File: src/rtl/mux_arbiter.sv
// -----------------------------------------------------------------------------
// mux_arbiter
//
// Round-robin arbiter for four requesters that share one 4-way select mux and
// the resource behind it. It returns a one-hot grant to the owner and drives the
// mux select. A hold-time limit (MAX_HOLD) revokes a grant that has lasted too
// long, so that no single owner can starve the others.
//
// Ports:
//   clk     : clock, rising edge
//   rst_n   : asynchronous active-low reset
//   req     : per-requester request, held high while ownership is wanted
//   gnt     : registered one-hot grant (at most one bit set)
//   sel     : index of the current or last owner; drives the mux select
//   busy    : high while a grant is active
//   timeout : one-cycle pulse when a grant is revoked by the hold limit
// -----------------------------------------------------------------------------
module mux_arbiter #(
   parameter int unsigned MAX_HOLD = 16,  // 0 disables the hold limit
   parameter int unsigned HOLD_W   = 5    // 2**HOLD_W must exceed MAX_HOLD
) (
   input  logic       clk,
   input  logic       rst_n,
   input  logic [3:0] req,
   output logic [3:0] gnt,
   output logic [1:0] sel,
   output logic       busy,
   output logic       timeout
);

   typedef enum logic {
      IDLE  = 1'b0,
      GRANT = 1'b1
   } state_t;

   // Last counter value at which the grant is still allowed to continue.
   localparam bit                TO_EN     = (MAX_HOLD != 0);
   localparam logic [HOLD_W-1:0] HOLD_LAST = TO_EN ? HOLD_W'(MAX_HOLD - 1) : '0;

   state_t            state_q, state_d;
   logic [1:0]        last_q, last_d;
   logic [HOLD_W-1:0] hold_cnt_q, hold_cnt_d;
   logic [3:0]        gnt_q, gnt_d;
   logic [1:0]        sel_q, sel_d;
   logic              busy_q, busy_d;
   logic              timeout_q, timeout_d;

   logic [1:0]        winner;
   logic [1:0]        cand;
   logic              found;

   // Rotating priority search: last+1, last+2, last+3, then last itself.
   always_comb begin
      winner = last_q;
      cand   = last_q;
      found  = 1'b0;
      for (int i = 1; i <= 4; i++) begin
         cand = last_q + 2'(i);
         if (!found && req[cand]) begin
            winner = cand;
            found  = 1'b1;
         end
      end
   end

   always_comb begin
      state_d    = state_q;
      last_d     = last_q;
      hold_cnt_d = hold_cnt_q;
      gnt_d      = gnt_q;
      sel_d      = sel_q;
      busy_d     = busy_q;
      timeout_d  = 1'b0;

      unique case (state_q)
         IDLE: begin
            gnt_d  = 4'b0000;
            busy_d = 1'b0;
            if (|req) begin
               gnt_d      = 4'b0001 << winner;
               sel_d      = winner;
               last_d     = winner;
               hold_cnt_d = '0;
               busy_d     = 1'b1;
               state_d    = GRANT;
            end
         end
         GRANT: begin
            if (!req[last_q]) begin
               // Release takes precedence over a coincident timeout.
               gnt_d   = 4'b0000;
               busy_d  = 1'b0;
               state_d = IDLE;
            end else if (TO_EN && (hold_cnt_q == HOLD_LAST)) begin
               gnt_d     = 4'b0000;
               busy_d    = 1'b0;
               timeout_d = 1'b1;
               state_d   = IDLE;
            end else if (hold_cnt_q != '1) begin
               hold_cnt_d = hold_cnt_q + 1'b1;
            end
         end
         default: state_d = IDLE;
      endcase
   end

   always_ff @(posedge clk or negedge rst_n) begin
      if (!rst_n) begin
         state_q    <= IDLE;
         last_q     <= 2'd3;  // gives requester 0 first priority after reset
         hold_cnt_q <= '0;
         gnt_q      <= 4'b0000;
         sel_q      <= 2'd0;
         busy_q     <= 1'b0;
         timeout_q  <= 1'b0;
      end else begin
         state_q    <= state_d;
         last_q     <= last_d;
         hold_cnt_q <= hold_cnt_d;
         gnt_q      <= gnt_d;
         sel_q      <= sel_d;
         busy_q     <= busy_d;
         timeout_q  <= timeout_d;
      end
   end

   assign gnt     = gnt_q;
   assign sel     = sel_q;
   assign busy    = busy_q;
   assign timeout = timeout_q;

endmodule

File: config.mk
export PLATFORM = sky130hd
export DESIGN_NAME = mux_arbiter
export DESIGN_NICKNAME = d
export VERILOG_FILES = /design/src/rtl/mux_arbiter.sv
export SDC_FILE = /design/constraint.sdc
export NUM_CORES = 1
export LEC_CHECK = 0
export ABC_CLOCK_PERIOD_IN_PS = 2500
export CORE_ASPECT_RATIO = 1.2
export CORE_MARGIN = 1.5
export CORE_UTILIZATION = 49
export DETAILED_ROUTE_END_ITERATION = 10
export PLACE_DENSITY_LB_ADDON = 0.05
export SLEW_MARGIN = 20
export SYNTH_ARGS = -nofsm -noshare
export SYNTH_HDL_FRONTEND = slang
export SYNTH_SLANG_ARGS = --single-unit
File: constraint.sdc
create_clock -name clk -period 2.5 [get_ports clk]
set_input_delay 0.75 -clock clk [delete_from_list [all_inputs] [get_ports clk]]
set_output_delay 0.75 -clock clk [all_outputs]
set_load 0.03 [all_outputs]
# Word-level counts from Yosys, hierarchy flattened

Cells that the tools add are included.

Register bits after elaboration: 16
Word-level logic and storage cells: 67

Add/subtract/negate cells: 4
$lt $le $gt $ge: 4
Equality and inequality tests: 7
Shifts and indexed selects: 1
Muxes and demuxes: 34
Bitwise operators: 1
Reduce and logical (&&, ||, !) cells: 9

Operators by type and width:

| kind                  | number |
|---|---|
| $mux W5               | 4 |
| $mux W1               | 15 |
| $lt A2 B3 Y1 const B  | 4 |
| $mux W4               | 3 |
| $pmux W5 S2           | 1 |
| $bmux W1 S2           | 4 |
| $mux W2               | 4 |
| $pmux W4 S2           | 1 |
| $add A5 B1 Y5 const B | 1 |
| $eq A5 B4 Y1 const B  | 1 |
| $ne A5 B5 Y1 const B  | 1 |
| $add A2 B2 Y2 const B | 2 |
| $ne A2 B1 Y1 const B  | 2 |
| $ne A2 B2 Y1 const B  | 2 |
| $pmux W1 S2           | 2 |
| $reduce_and A4 Y1     | 1 |
| $reduce_or A4 Y1      | 1 |
| $shl A1 B2 Y4 const A | 1 |
| $logic_and A1 B1 Y1   | 3 |
| $logic_not A1 Y1      | 3 |
| $ne A3 B2 Y1 const B  | 1 |
| $add A2 B1 Y2 const B | 1 |
| $reduce_and A2 Y1     | 1 |
| $not A1 Y1            | 1 |

# Depth between registers and ports, before layout

Word-level depth: 16
Gate-level depth with buffers: 7
Depth with buffers taken out: 7

# Worst setup path after synthesis

No wires, ideal clock.

Path kind: reg-to-reg
Start point: register hold_cnt_q[0]
End point: register hold_cnt_q[0]
Library setup time: 125 ps
Data arrival time: 1766 ps
Slack: 609 ps
Cell stages (with the launch flop): 7
Period minus slack after synthesis: 1891 ps
Cells stage by stage: dfrtp_1 > ha_1 > and3_1 > ha_1 > nor3b_1 > o22ai_1 > mux2_2

Cells in the longest elaborated chain, start to end: 5
Elaborated cells between the ends (all ways): 10
Classes of those cells: add/sub: 1; eq/ne: 4; mux: 4; reduce/logical: 1

Ends and longest elaborated chain:

| item                     | RTL line | text |
|---|---|---|
| start: declaration       | 42       | `logic [HOLD_W-1:0] hold_cnt_q, hold_cnt_d;` |
| start signal: assignment | 119      | `hold_cnt_q <= hold_cnt_d;` |
| $add A5 B1 Y5            | 100      | `hold_cnt_d = hold_cnt_q + 1'b1;` |
| $mux W5                  | 99       | `end else if (hold_cnt_q != '1) begin` |
| $mux W5                  | 94       | `end else if (TO_EN && (hold_cnt_q == HOLD_LAST)) begin` |
| $mux W5                  | 89       | `if (!req[last_q]) begin` |
| $pmux W5 S2              | 75       | `unique case (state_q)` |

Several ways; a longest one is shown, not always the timed one. The select of a mux whose other input is x is not followed.
A chain may end at the register's enable or synchronous reset.

# Final worst setup path

Start point: input port req[3]
End point: register gnt_q[0], in the netlist gnt[0]

Cells in the longest elaborated chain, start to end: 15
Elaborated cells between the ends (all ways): 27
Classes of those cells: eq/ne: 1; shift: 1; mux: 18; reduce/logical: 7

Ends and longest elaborated chain:

| item                          | RTL line | text |
|---|---|---|
| start: declaration            | 24       | `input logic [3:0] req,` |
| $bmux W1 S2                   | 59       | `if (!found && req[cand]) begin` |
| $mux W1 (not written as such) | 59       |  |
| $mux W1                       | 59       |  |
| $logic_not A1 Y1              | 59       |  |
| $logic_and A1 B1 Y1           | 59       |  |
| $mux W1                       | 59       |  |
| $logic_not A1 Y1              | 59       |  |
| $logic_and A1 B1 Y1           | 59       |  |
| $mux W1                       | 59       |  |
| $logic_not A1 Y1              | 59       |  |
| $logic_and A1 B1 Y1           | 59       |  |
| $mux W2                       | 59       |  |
| $shl A1 B2 Y4                 | 80       | `gnt_d = 4'b0001 << winner;` |
| $mux W4                       | 79       | `if (\|req) begin` |
| $pmux W4 S2                   | 75       |  |
| end signal: assignment        | 120      | `gnt_q <= gnt_d;` |
| end: declaration              | 43       | `logic [3:0] gnt_q, gnt_d;` |

Several ways; a longest one is shown, not always the timed one. The select of a mux whose other input is x is not followed.

==> impl_results.md <==
- Post-synth design cell area: 782.0 µm²
- Power per cell area: 1233 nW/µm²
- RSZ-0062 raised after global routing: false
- Endpoints failing setup: 0
- Area grow syn2layout: 23.68%
- Max Root-Sink Buffers: 2
- Critical path arrival: 2.33 ns
- Reg2reg start: hold_cnt_q[0]
- Final Skew: 0.002495 ns
- Cell-internal power: 701.6 µW
- Max-slew violations: 0
- Drt drc: 0
- WL/cell: 14.98 µm
- Root buf cell: clkbuf_4
- Clock power share: 11.8%
- Number of flops mapped to enable cells by yosys: 0
- Gr busiest metal: met2
- Global-route wire length before repair: 2559 µm
- Via density: 5.811
- Layout cells sized above 1: 14.61%
- Psw: 491.2 µW
- H-tree levels: 1
- Drt first-iter violations: 12
- IO Count: 14
- Crit Reg-Reg Endpoint: hold_cnt_q[0]
- Synthesized Nets: 80
- Setup Buffers After CTS: 0
- Die height: 46.76 µm
- Cell area after layout: 967.2 µm²
- CTS tree: yes
- Vias in the first global route: 609
- Adder-cell share of the synthesized area: 4.800%
- DP Area: 940.9 µm²
- R2r worst-path depth: 6
- Asr flop ratio synth: 100.0%
- Comb power frac: 50.5%
- Mux cell area share after synthesis: 5.600%
- Global-route met3 utilization: 4.265%
- First-pass DRT Iterations: 4
- Tcrit/Tclk final: 84.37%
- Kind of critical path: primary input to register
- Hold path endpoint: busy
- Worst Hold Launch: busy
- XOR/XNOR share of the synthesized area: 2.240%
- Yosys warning count: 0
- Skew-Pair Late Insertion Delay: 0.28 ns
- Die area: 1846 µm²
- Hold crit path type: register to register
- Antenna fix cells: 0
- Largest family of logic cells by synthesized area: simple AND/OR/NAND/NOR gates
- Seq pwr share: 37.7%
- CTS sink count: 16
- Cts hold-fix bufs: 0
- Die Wd: 39.47 µm
- Peak Freq: 474.1 MHz
- Final Critical Period: 2.109 ns
- Leading cell types by count after synthesis: 14 x dfrtp_1, 10 x nor2_1, 6 x nand2_1
- Rel. slew slack: 70.64%
- Yosys top cell area share: 44.80%
- Clk pin slew, worst setup/hold paths: 0.09 ns
- Initial core utilization: 53.42%
- Ys flop type: dfrtp_1
- Worst Setup Start Kind: primary input
- Worst-Margin Slew: 0.4405 ns
- Total GRT Usage: 21.20%
- CTS Buf Count: 3
- Top cell type by total area after synthesis: dfrtp_1
- Switching share of power: 41.18%
- Register area share after synthesis: 51.52%
- Core Footprint: 1464 µm²
- Netlist cell types: 32
- IR drop worst, VDD: 0.0008214 V
- # nets final: 99
- Grt met2 use: 36.72%
- Leak Pwr: 0.0004474 µW
- Max Cap Viol: 0
- Final Hold Violating Endpoints: 0
- Synth Area in Compound Gates: 13.60%
- Routed Antenna Nets: 0
- Count of input and output buffers: 13
- Crit path capture type: register
- Outcome: finished clean
- Crit path max fanout: 5
- Gate Count Post-Synth: 71
- Total gr overflow: 0
- Synth Area in Simple Gates: 18.88%
- Row cnt: 15
- Post-CTS resize count: 0
- DP HPWL: 1173 µm
- Initial antenna violation count: 0
- Setup_tns: 0 ns
- Top post-synthesis cells by area: dfrtp_1 45%, dfstp_2 6.7%, ha_1 4.8%, nor2_1 4.8%, mux4_2 2.9%
- Largest net degree at the start of global routing: 17
- Hold path depth: 1
- Setup slack, reg-to-reg: 0.42 ns
- Post-Route WL: 1588 µm
- Routing usage on met1: 23.68%
- Placer Congestion: 0.8237
- Post-Syn Area per Cell: 11.01 µm²
- Vias after detailed routing: 616
- Count leader, synth: dfrtp_1
- Required time of the critical path: 2.72 ns
- Seq cells post-synth: 16
==> kinds of logic after synthesis <==
| group | count (synthesis) |
|---|---|
| xor gates and xnor gates | 2 |
| adders and majority gates | 3 |
| DFF | 16 |
| buffers and inverters | 5 |
| and+or+nand+nor | 28 |
| AOI/OAI and AO/OA | 14 |
| muxes | 3 |
==> cell usage in the layout (no fill, tap or decap), types with 2 or more instances in the layout <==
| cell | netlist | layout |
|---|---|---|
| a22o_1 | 2 | 2 |
| nor2_1 | 10 | 10 |
| dfrtp_1 | 14 | 14 |
| ha_1 | 3 | 3 |
| nand2_1 | 6 | 6 |
| a31oi_1 | 3 | 3 |
| and3_1 | 2 | 2 |
| buf_4 | 0 | 3 |
| dfstp_2 | 2 | 2 |
| clkdlybuf4s50_1 | 0 | 13 |
| nand3_1 | 2 | 2 |
| a32o_1 | 2 | 2 |
| clkbuf_4 | 0 | 3 |
| xor2_1 | 2 | 2 |
| inv_1 | 3 | 3 |
==> worst max-delay path, cell delays in order <==
cell,delay [ns]
clkdlybuf4s50_1,0.55
nor2_1,0.06
a21oi_1,0.39
nor2b_1,0.37
a32o_1,0.21
==> area by class of cell <==
cell class / count / area, µm²
Timing Repair Buffer: 16 / 152.6
Clock buffer: 4 / 26.28
Multi-Input combinational cell: 50 / 352.8
Sequential cell: 16 / 402.9
Tap cell: 17 / 21.27
Inverter: 3 / 11.26
Fill cell: 112 / 496.7
==> registers in the layout (all words and copies together) (netlist names) <==
register    flops
timeout         1
sel             2
state_q         1
last_q          2
gnt             4
busy            1
hold_cnt_q      5
==> metrics by stage <==
step	hold WS (ns)	setup slack, ns	utilization, %	power [µW]	cells
after global placement	0.4656	0.1043	64.27	1042	102
after floorplan	0.4544	0.6093	-	851.6	71
final	0.5037	0.3907	66.07	1193	106
after detailed placement	0.4904	0.1212	64.27	1053	102
after global routing	0.5324	0.2949	66.07	1275	106
after CTS	0.5150	0.4102	66.07	1196	106
==> how the worst max path moves through the flow <==
stage	start	end	slack, ns
global placement	req[3]	gnt[0]	0.10
finish	req[3]	gnt[0]	0.39
global route	req[3]	gnt[0]	0.29
detailed placement	req[3]	gnt[0]	0.12
CTS	gnt[3]	gnt[3]	0.41
floorplan	hold_cnt_q[0]	hold_cnt_q[0]	0.61
==> power by group through the flow <==
stage	logic, µW	clock network, µW	registers (µW)
global placement	592	0	450
detailed placement	600	0	454
global route	655	157	462
finish	603	140	450
floorplan	321	0	530
CTS	602	145	449
==> layer usage <==
layer	wire length, µm	share of wire (%)
met1	702	44
met3	70	4.4
met5	0	0
met4	27	1.7
met2	788	50
(Power assumes the default switching activity.)
